===== src/rtl/gpio_irq_pkg.sv =====
// Shared definitions for the GPIO input-conditioning / interrupt stage:
// register offsets, register bit positions and the register-select decode.
package gpio_irq_pkg;

   localparam logic [7:0] OFF_CFG  = 8'h00;
   localparam logic [7:0] OFF_STAT = 8'h04;
   localparam logic [7:0] OFF_DEB  = 8'h08;

   localparam int unsigned CFG_IRQ_EN   = 0;
   localparam int unsigned CFG_RISE_EN  = 1;
   localparam int unsigned CFG_FALL_EN  = 2;

   localparam int unsigned STAT_PENDING = 0;
   localparam int unsigned STAT_STABLE  = 1;
   localparam int unsigned STAT_SYNC    = 2;

   localparam int unsigned DEB_W_DEFAULT = 8;

   typedef enum logic [1:0] {
      RegCfg,
      RegStat,
      RegDeb,
      RegNone
   } reg_sel_e;

   function automatic reg_sel_e decode_offset(input logic [7:0] off,
                                              input logic [7:0] cfg_off,
                                              input logic [7:0] stat_off,
                                              input logic [7:0] deb_off);
      if (off == cfg_off)       return RegCfg;
      else if (off == stat_off) return RegStat;
      else if (off == deb_off)  return RegDeb;
      else                      return RegNone;
   endfunction

endpackage


===== src/rtl/gpio_debounce.sv =====
// Debounce filter: stable follows s once they have differed for max(threshold,1) cycles.
// With GPIO_IRQ_DEBOUNCE_EN undefined it is a single pass-through flop.
module gpio_debounce #(
   parameter int unsigned DEB_W = 8
) (
   input  logic             clk,
   input  logic             rst,
   input  logic             s,
   input  logic [DEB_W-1:0] threshold,
   output logic             stable
);

`ifdef GPIO_IRQ_DEBOUNCE_EN
   logic [DEB_W-1:0] cnt;
   logic [DEB_W:0]   n;
   logic [DEB_W:0]   cnt_inc;

   // One extra bit so cnt+1 cannot wrap before the compare.
   assign n       = (threshold == '0) ? (DEB_W+1)'(1) : {1'b0, threshold};
   assign cnt_inc = {1'b0, cnt} + (DEB_W+1)'(1);

   always_ff @(posedge clk or posedge rst) begin
      if (rst) begin
         cnt    <= '0;
         stable <= 1'b0;
      end else if (s == stable) begin
         cnt <= '0;
      end else if (cnt_inc >= n) begin
         stable <= s;
         cnt    <= '0;
      end else begin
         cnt <= cnt_inc[DEB_W-1:0];
      end
   end
`else
   logic unused_threshold;
   assign unused_threshold = ^threshold;

   always_ff @(posedge clk or posedge rst) begin
      if (rst) stable <= 1'b0;
      else     stable <= s;
   end
`endif

endmodule


===== src/rtl/gpio_irq_wb.sv =====
// Wishbone GPIO input stage: synchronizer, debounce, edge detect, sticky pending, irq.
// Define GPIO_IRQ_DEBOUNCE_EN to build the programmable debounce counter and DEB register.
module gpio_irq_wb
   import gpio_irq_pkg::*;
#(
   parameter logic [31:0]    BASE_ADR  = 32'h2100_0100,
   parameter logic [7:0]     IRQ_CFG   = OFF_CFG,
   parameter logic [7:0]     IRQ_STAT  = OFF_STAT,
   parameter logic [7:0]     IRQ_DEB   = OFF_DEB,
   parameter int unsigned    DEB_W     = DEB_W_DEFAULT,
   parameter logic [DEB_W-1:0] DEB_RESET = 4
) (
   input  logic        wb_clk_i,
   input  logic        wb_rst_i,
   input  logic [31:0] wb_dat_i,
   input  logic [31:0] wb_adr_i,
   input  logic [3:0]  wb_sel_i,
   input  logic        wb_cyc_i,
   input  logic        wb_stb_i,
   input  logic        wb_we_i,
   output logic [31:0] wb_dat_o,
   output logic        wb_ack_o,
   input  logic        gpio_in_pad,
   output logic        irq_o
);

   logic       sync1, s;
   logic       stable, stable_d;
   logic       irq_en, rise_en, fall_en;
   logic       pending;
   logic       rise, fall, set_pending, clr_pending;
   logic       valid, wr;
   reg_sel_e   reg_sel;
   logic [31:0] rdata;
   logic [DEB_W-1:0] threshold;

   logic unused_bits;
   assign unused_bits = ^{wb_dat_i[31:3], wb_sel_i[3:1], DEB_RESET};

   always_ff @(posedge wb_clk_i or posedge wb_rst_i) begin
      if (wb_rst_i) begin
         sync1 <= 1'b0;
         s     <= 1'b0;
      end else begin
         sync1 <= gpio_in_pad;
         s     <= sync1;
      end
   end

   assign valid   = wb_cyc_i && wb_stb_i && !wb_ack_o && (wb_adr_i[31:8] == BASE_ADR[31:8]);
   assign wr      = valid && wb_we_i && wb_sel_i[0];
   assign reg_sel = decode_offset(wb_adr_i[7:0], IRQ_CFG, IRQ_STAT, IRQ_DEB);

`ifdef GPIO_IRQ_DEBOUNCE_EN
   always_ff @(posedge wb_clk_i or posedge wb_rst_i) begin
      if (wb_rst_i)                    threshold <= DEB_RESET;
      else if (wr && reg_sel == RegDeb) threshold <= wb_dat_i[DEB_W-1:0];
   end
`else
   assign threshold = '0;
`endif

   gpio_debounce #(
      .DEB_W(DEB_W)
   ) u_debounce (
      .clk      (wb_clk_i),
      .rst      (wb_rst_i),
      .s        (s),
      .threshold(threshold),
      .stable   (stable)
   );

   assign rise        = stable & ~stable_d;
   assign fall        = ~stable & stable_d;
   assign set_pending = (rise & rise_en) | (fall & fall_en);
   assign clr_pending = wr && (reg_sel == RegStat) && wb_dat_i[STAT_PENDING];

   always_ff @(posedge wb_clk_i or posedge wb_rst_i) begin
      if (wb_rst_i) begin
         stable_d <= 1'b0;
         pending  <= 1'b0;
         irq_en   <= 1'b0;
         rise_en  <= 1'b0;
         fall_en  <= 1'b0;
      end else begin
         stable_d <= stable;
         // Set beats a coincident W1C so an edge is never lost.
         if (set_pending)      pending <= 1'b1;
         else if (clr_pending) pending <= 1'b0;
         if (wr && reg_sel == RegCfg) begin
            irq_en  <= wb_dat_i[CFG_IRQ_EN];
            rise_en <= wb_dat_i[CFG_RISE_EN];
            fall_en <= wb_dat_i[CFG_FALL_EN];
         end
      end
   end

   always_comb begin
      rdata = '0;
      unique case (reg_sel)
         RegCfg: begin
            rdata[CFG_IRQ_EN]  = irq_en;
            rdata[CFG_RISE_EN] = rise_en;
            rdata[CFG_FALL_EN] = fall_en;
         end
         RegStat: begin
            rdata[STAT_PENDING] = pending;
            rdata[STAT_STABLE]  = stable;
            rdata[STAT_SYNC]    = s;
         end
`ifdef GPIO_IRQ_DEBOUNCE_EN
         RegDeb:  rdata = 32'(threshold);
`else
         RegDeb:  rdata = '0;
`endif
         default: rdata = '0;
      endcase
   end

   always_ff @(posedge wb_clk_i or posedge wb_rst_i) begin
      if (wb_rst_i) begin
         wb_ack_o <= 1'b0;
         wb_dat_o <= '0;
      end else begin
         wb_ack_o <= valid;
         wb_dat_o <= valid ? rdata : '0;
      end
   end

   assign irq_o = pending & irq_en;

endmodule


===== config.mk =====
export PLATFORM = sky130hd
export DESIGN_NAME = gpio_irq_wb
export DESIGN_NICKNAME = d
export VERILOG_FILES = /design/src/rtl/gpio_irq_pkg.sv /design/src/rtl/gpio_debounce.sv /design/src/rtl/gpio_irq_wb.sv
export SDC_FILE = /design/constraint.sdc
export NUM_CORES = 1
export LEC_CHECK = 0
export BUFFER_PORTS_ARGS = -buffer_cell sky130_fd_sc_hd__buf_2
export CORE_MARGIN = 5
export CORE_UTILIZATION = 32
export CTS_CLUSTER_DIAMETER = 40
export DETAILED_ROUTE_END_ITERATION = 8
export HOLD_SLACK_MARGIN = 0.02
export PLACE_DENSITY = 0.8
export RECOVER_POWER = 100
export SYNTH_ARGS = -nofsm -noshare
export SYNTH_HDL_FRONTEND = slang
export SYNTH_SLANG_ARGS = --single-unit

===== constraint.sdc =====
create_clock -name wb_clk_i -period 2.2 [get_ports wb_clk_i]
set_input_delay 0.11 -clock wb_clk_i [delete_from_list [all_inputs] [get_ports wb_clk_i]]
set_output_delay 0.11 -clock wb_clk_i [all_outputs]
set_load 0.02 [all_outputs]

==> flow_summary.json, run 1 <==
{
  "leakage_nw": 0.5434,
  "crit_chain": "nor4_4 -> nand4_1 -> nor4_2 -> mux2_1",
  "post_cts_buffers": 0,
  "dr.pass1.iters": 4,
  "hold_ws_ns": 0.05510,
  "htree_levels": 1,
  "setup_violations": 0,
  "routedWlPerCell_um": 10.91,
  "regToRegSetupSlack_ns": 0.41,
  "drv_slew": 0,
  "placed_cells": 149,
  "cp-end-kind": "flip-flop",
  "hold_buffers": 2,
  "cp_max_fo": 6,
  "drc": 0,
  "dieArea_mm2": 0.003804,
  "drive_gt1_share_pct": 42.40,
  "die_height_um": 61.68,
  "worst_slack_ns": 0.4116,
  "drt_wl_total_mm": 1.691,
  "routed_via_density": 4.052,
  "place.gp.congestion": 0.7369,
  "final_util_pct": 41.07,
  "io_buffers": 46,
  "pre_cts_ws_ns": 0.5320,
  "synth.distinct_cells": 22,
  "n_fill_cell": 246,
  "io_pins": 108,
  "synthTopCellsByArea": "dfrtp_1, buf_4, nor4_4",
  "min_period_over_period_pct": 81.29,
  "rsz0062_at_grt": "no",
  "place_area_mm2": 0.001010,
  "tns_ns": 0,
  "finalInstanceArea_mm2": 0.001036,
  "core-area_mm2": 0.002522,
  "antenna_left": 0,
  "grt_pass1_vias": 571,
  "finClkSkew_ns": 0.004089,
  "multiInputGateArea_um2": 414.1,
  "synth_top_cell_by_area": "dfrtp_1",
  "power_mw": 0.5040,
  "status": "complete, no violations",
  "syn_inst": 74,
  "syn2layout_area_growth_pct": 21.23,
  "cts_root_buffer": "clkbuf_4",
  "final_cells": 155,
  "path_clk_slew_ns": 0.07,
  "hold_viol_final": 0,
  "arrival_ns": 1.95,
  "grt_usage_pct": 8.319,
  "worstSetupPathType": "reg2reg",
  "avgSynthCellArea_um2": 11.55,
  "syn-cell-area_um2": 854.6,
  "max_stage_delay_ns": 0.50,
  "cts_resized": 0,
  "final_common_cell": "buf_2",
  "min_period_ns": 1.788,
  "cts.sinks": 12,
  "drt_iter0_drc": 1,
  "diodes": 0,
  "grt_pass1_wl_mm": 2.249,
  "vias": 628,
  "slowest_stage": "nor4_2",
  "final_cell_mix": "buf_2, conb_1, dfrtp_1",
  "grt_start_max_net_pins": 13,
  "yosys_warnings": 0,
  "ys_ff_latch": 12,
  "min_path_type": "in2reg",
  "cts_buffers": 3,
  "regArea_um2": 300.3,
  "rows": 18,
  "initial_core_util_pct": 33.88,
  "power.density_mw_per_mm2": 486.5,
  "drv_cap": 0,
  "critPathLaunchType": "flip-flop",
  "yosys.area.top_type_share_pct": 35.14,
  "die_x_um": 61.68,
  "fin_nets": 200,
  "dp_hpwl_mm": 1.556,
  "ir_worst_vdd_mv": 0.3669,
  "cp_data_required_time_ns": 2.36,
  "crit_family": "simple AND/OR/NAND/NOR gates",
  "grt-ovfl-total": 0,
  "antenna_found_initial": 0,
  "critPathBufInv": 0,
  "clkLatencyLatePin_ns": 0.27,
  "clock_path_buffers": 2,
  "max_freq_mhz": 559.2,
  "synth-seq-area-share_pct": 35.14,
  "cts_tree": "yes"
}
## path summary, 6_finish.rpt
path,from,endpoint,cells after the start
worst max register to register,wb_ack_o,rise_en,4
worst min-delay path,wb_dat_i[2],fall_en,2
worst min register to register,sync1,s,0
min in group asynchronous,wb_rst_i,rise_en,3
worst max-delay path,wb_ack_o,rise_en,4
max in group asynchronous,wb_rst_i,wb_dat_o[2],3
## sequential cells by signal (all words and copies together), names as in the netlist
name and cells:
wb_dat_o 3, fall_en 1, irq_en 1, pending 1, rise_en 1, s 1, stable_d 1, sync1 1
u_debounce.stable 1, wb_ack_o 1
## metal layers
metal  track usage, %  routed length, µm
met3            5.031                258
met5                0                  0
met1            7.125                467
met4            3.030                  8
met2            15.55                956
## final cells by class
type / count / share of cell area (%)
multi-input combinational: 60 / 39.98
sequential: 12 / 28.99
timing repair buffer: 48 / 23.55
tap: 30 / 3.623
clock buffer: 4 / 3.502
inverter: 1 / 0.3623
## Yosys cell counts
cell type and number:
nand4_4 1, dfrtp_1 12, nor3_1 1, mux2i_1 3, nor2_1 1, conb_1 1, mux2_1 3, nor4b_4 1
nand4_2 1, nand3b_1 1, nor4_1 4, nor4_4 4, nand4_1 1, and2_1 1, nor2b_1 1, nor4b_2 2
a21o_1 1, buf_4 29, nand2_1 3, o22ai_1 1, or4_1 1, inv_1 1
## kinds of logic after synthesis
group,Yosys count,synth area share [%]
flip-flops,12,35.14
AO/OA/AOI/OAI,2,1.611
other,1,0.4388
multiplexers,6,7.467
buffers and inverters,30,25.91
AND/OR/NAND/NOR,23,29.43
## power breakdown
group	switching, mW	total [mW]	internal [mW]
Combinational	0.0710	0.109	0.0376
Clock	0.0686	0.169	0.101
Sequential	0.00201	0.226	0.224
(Power assumes the default switching activity.)
==> run 2: changes to the inputs <==
==> constraint.sdc (replaced) <==
create_clock -name wb_clk_i -period 1.8 [get_ports wb_clk_i]
set_input_delay 0.09 -clock wb_clk_i [delete_from_list [all_inputs] [get_ports wb_clk_i]]
set_output_delay 0.09 -clock wb_clk_i [all_outputs]
set_load 0.02 [all_outputs]
==> flow_summary.json, run 2 (synthesis gave the netlist of run 1 again) <==
{
  "dieArea_mm2": 0.003804,
  "leakage_nw": 0.5710,
  "tns_ns": 0,
  "cts_root_buffer": "clkbuf_4",
  "die_x_um": 61.68,
  "place.gp.congestion": 0.7369,
  "status": "complete, no violations",
  "drive_gt1_share_pct": 43.20,
  "post_cts_buffers": 0,
  "drc": 0,
  "finClkSkew_ns": 0.003787,
  "final_cells": 155,
  "n_fill_cell": 242,
  "arrival_ns": 1.79,
  "grt_pass1_wl_mm": 2.249,
  "top_register": "wb_dat_o",
  "fin_nets": 200,
  "io_pins": 108,
  "die_height_um": 61.68,
  "final_util_pct": 42.01,
  "placed_cells": 149,
  "largest_register_ff_count": 3,
  "final_cell_mix": "buf_2, conb_1, dfrtp_1",
  "cp-end-kind": "flip-flop",
  "dp_hpwl_mm": 1.556,
  "hold_depth": 2,
  "cts_tree": "yes",
  "io_buffers": 46,
  "min_period_over_period_pct": 90.83,
  "min_period_ns": 1.635,
  "setup_violations": 0,
  "critPathLaunchType": "flip-flop",
  "cts.sinks": 12,
  "antenna_found_initial": 0,
  "drt_wl_total_mm": 1.682,
  "cts_buffers": 3,
  "grt-ovfl-total": 0,
  "diodes": 0,
  "power_mw": 0.6181,
  "initial_core_util_pct": 33.88,
  "clock_path_buffers": 2,
  "cp_max_fo": 6,
  "drv_slew": 0,
  "cp_data_required_time_ns": 1.96,
  "antenna_left": 0,
  "vias": 632,
  "routedWlPerCell_um": 10.85,
  "max_freq_mhz": 611.7,
  "rows": 18,
  "worstSetupPathType": "reg2reg",
  "r2r_cells": 4,
  "clkLatencyLatePin_ns": 0.27,
  "grt_usage_pct": 8.319,
  "path_clk_slew_ns": 0.07,
  "rsz0062_at_grt": "no",
  "grt_pass1_vias": 571,
  "final_common_cell": "buf_2",
  "syn2layout_area_growth_pct": 24.01,
  "cts_resized": 0,
  "hold_ws_ns": 0.03490,
  "grt_start_max_net_pins": 13,
  "hold_viol_final": 0,
  "core-area_mm2": 0.002522,
  "hold_buffers": 2,
  "drv_cap": 0,
  "drt_iter0_drc": 1,
  "min_path_type": "in2reg",
  "power.density_mw_per_mm2": 583.2,
  "htree_levels": 1,
  "dr.pass1.iters": 4,
  "routed_via_density": 4.077,
  "ir_worst_vdd_mv": 0.4486
}
## run 2: cell counts in the layout (fill, tap and decap cells not counted)
No cell type changed its count.
## run 2: layer usage
metal	GRT usage [%]	vias up	share of wire, %
met5	0	-	0
met2	15.55	37	56
li1	-	306	-
met3	5.031	3	15
met1	7.125	286	28
met4	3.030	0	0.48
## run 2: final timing paths
path                             start     endpoint  slack [ns]
max                           wb_ack_o      rise_en        0.17
min                        wb_dat_i[2]      fall_en        0.03
max reg2reg                   wb_ack_o      rise_en        0.17
min reg2reg                      sync1            s        0.35
max in group asynchronous     wb_rst_i  wb_dat_o[2]        1.16
min in group asynchronous     wb_rst_i      rise_en        0.34
## run 2: worst max-delay path: stages, from the launching register on
cell     delay [ns]
dfrtp_1        0.41
nor4_4         0.19
nand4_4        0.18
nor4_4         0.39
mux2_1         0.36
## run 2: per-stage QoR
stage	instance area, µm²	setup slack, ns
floorplan	959.7	0.1688
global placement	1010	0.1624
detailed placement	1010	0.1320
CTS	1066	0.1236
global route	1060	0.03247
finish	1060	0.1651
## run 2: cell type report
type	instances	area (µm²)	share of cell area [%]
Multi-Input combinational cell	60	437.9	41.32
Sequential cell	12	300.3	28.34
Timing Repair Buffer	48	244.0	23.02
Tap cell	30	37.54	3.542
Clock buffer	4	36.28	3.424
Inverter	1	3.754	0.3542
## run 2: where the power goes
part	internal (mW)	switching, mW	leakage, nW
registers	0.274	0.00246	0.158
clock network	0.123	0.0842	0.0210
logic	0.0461	0.0883	0.392
total	0.443	0.175	0.571
==> run 3: changes to the inputs <==
--- a/config.mk
+++ b/config.mk
@@ -7,11 +7,11 @@
 export LEC_CHECK = 0
 export BUFFER_PORTS_ARGS = -buffer_cell sky130_fd_sc_hd__buf_2
 export CORE_MARGIN = 5
-export CORE_UTILIZATION = 32
+export CORE_UTILIZATION = 29
 export CTS_CLUSTER_DIAMETER = 40
 export DETAILED_ROUTE_END_ITERATION = 8
 export HOLD_SLACK_MARGIN = 0.02
-export PLACE_DENSITY = 0.8
+export PLACE_DENSITY = 0.77
 export RECOVER_POWER = 100
 export SYNTH_ARGS = -nofsm -noshare
 export SYNTH_HDL_FRONTEND = slang
==> constraint.sdc (replaced) <==
create_clock -name wb_clk_i -period 1.4 [get_ports wb_clk_i]
set_input_delay 0.35 -clock wb_clk_i [delete_from_list [all_inputs] [get_ports wb_clk_i]]
set_output_delay 0.35 -clock wb_clk_i [all_outputs]
set_load 0.02 [all_outputs]
==> flow_summary.json, run 3 (synthesis gave the netlist of run 1 again) <==
{
  "status": "finished with violations",
  "failed_checks": "setup timing",
  "worst_slack_ns": -0.1772,
  "hold_buffers": 0,
  "vias": 653,
  "diodes": 0,
  "ir_worst_vdd_mv": 0.5136,
  "r2r_start": "wb_ack_o",
  "worstSetupPathType": "reg2reg",
  "crit_chain": "nor4_4 -> nand4_4 -> or4_1 -> a21o_1",
  "io_buffers": 46,
  "p_sw_mw": 0.2399,
  "core-area_mm2": 0.002781,
  "cts_buffers": 3,
  "critPathLaunchType": "flip-flop",
  "min_period_over_period_pct": 112.7,
  "grt_start_max_net_pins": 13,
  "crit_family": "simple AND/OR/NAND/NOR gates",
  "p_sw_share_pct": 29.41,
  "fin_nets": 202,
  "finClkSkew_ns": 0.006383,
  "initial_core_util_pct": 30.72,
  "drive_gt1_share_pct": 50.39,
  "clock_power_share_pct": 33.7,
  "rows": 19,
  "final_util_pct": 40.44,
  "cp-end-kind": "flip-flop",
  "routed_via_density": 4.133,
  "drv_slew": 0,
  "arrival_ns": 1.74,
  "grt_usage_pct": 8.396,
  "cts_root_buffer": "clkbuf_4",
  "die_x_um": 64.29,
  "clkLatencyLatePin_ns": 0.27,
  "dieArea_mm2": 0.004133,
  "routedWlPerCell_um": 11.84,
  "die_height_um": 64.29,
  "path_clk_slew_ns": 0.08,
  "drt_wl_total_mm": 1.871,
  "largest_register_ff_count": 3,
  "p_comb_share_pct": 22.7,
  "htree_levels": 1,
  "regToRegSetupSlack_ns": -0.18,
  "grt_pass1_wl_mm": 2.801,
  "r2r_cells": 4,
  "setup_violations": 4,
  "rsz0062_at_grt": "yes",
  "p_int_mw": 0.5758,
  "final_common_cell": "buf_2",
  "cts.sinks": 12,
  "worstReg2RegEnd": "pending",
  "min_path_type": "in2async",
  "max_stage_delay_ns": 0.55,
  "final_cell_mix": "buf_2, conb_1, dfrtp_1",
  "critPathBufInv": 0,
  "min_period_ns": 1.577,
  "syn2layout_area_growth_pct": 31.63,
  "dr.pass1.iters": 2,
  "grt_pass1_vias": 670,
  "slowest_stage": "or4_1",
  "dp_hpwl_mm": 1.689,
  "grt-ovfl-total": 0,
  "cp_data_required_time_ns": 1.56,
  "drt_iter0_drc": 6,
  "antenna_left": 0,
  "tns_ns": -0.5228,
  "io_pins": 108,
  "clock_path_buffers": 2,
  "max_freq_mhz": 634.0,
  "drv_cap": 0,
  "cp_max_fo": 3,
  "cts_tree": "yes",
  "place.gp.congestion": 0.7241,
  "antenna_found_initial": 0,
  "top_register": "wb_dat_o",
  "p_seq_share_pct": 43.6,
  "hold_viol_final": 0,
  "leakage_nw": 0.5958,
  "power.density_mw_per_mm2": 725.2,
  "drc": 0
}
run 3: worst reg2reg max path, stage by stage, from the launching register on:
cell     delay (ns)
dfrtp_2        0.42
nor4_4         0.18
nand4_4        0.14
or4_1          0.55
a21o_1         0.18
run 3: layout make-up:
cell class                 instances  area, µm²
clock buffer                       4      36.28
fill                             287       1657
inverter                           1      3.754
multi-input combinational         60      469.2
sequential                        12      301.5
tap                               31      38.79
timing repair buffer              50      275.3
run 3: routing by layer:
metal  vias to the layer above  wire length (µm)  GRT usage [%]
li1                        309                 -              -
met2                        45              1028          16.42
met3                         0               314          4.904
met4                         0                 0         0.7634
met5                         -                 0              0
met1                       299               527          7.561
run 3: worst max-delay path by stage:
stage / end / cells past startpoint / startpoint / slack (ns)
final: pending / 4 / wb_ack_o / -0.18
after CTS: pending / 4 / wb_ack_o / -0.19
after global placement: rise_en / 5 / wb_adr_i[17] / -0.40
after floorplan: fall_en / 4 / wb_adr_i[17] / -0.23
after global routing: pending / 4 / wb_ack_o / -0.21
after detailed placement: irq_en / 5 / wb_adr_i[19] / -0.43
run 3: what timing repair did:
item / in CTS / in global routing
setup buffers: 0 / 0
setup endpoints to repair: 4 / 5
gates resized for setup: 4 / 5
pin swaps: 4 / 2
hold endpoints to repair: 0 / 0
run 3: metrics by stage:
stage | hold slack [ns] | std cells | area (µm²) | power, mW | setup slack [ns]
2_1_floorplan | 0.2146 | 102 | 960.9 | 0.5179 | -0.2275
6_report | 0.06043 | 158 | 1125 | 0.8157 | -0.1772
3_5_place_dp | 0.3358 | 154 | 1042 | 0.5356 | -0.4339
4_1_cts | 0.07927 | 158 | 1109 | 0.8257 | -0.1938
3_3_place_gp | 0.3320 | 154 | 1042 | 0.5303 | -0.3965
5_1_grt | 0.1053 | 158 | 1125 | 0.8651 | -0.2144
run 3: power by group through the flow:
stage	combinational [mW]	clock, mW	sequential (mW)
2_1_floorplan	0.157	0	0.361
3_3_place_gp	0.168	0	0.362
3_5_place_dp	0.173	0	0.362
4_1_cts	0.183	0.287	0.355
5_1_grt	0.201	0.307	0.357
6_report	0.185	0.275	0.356
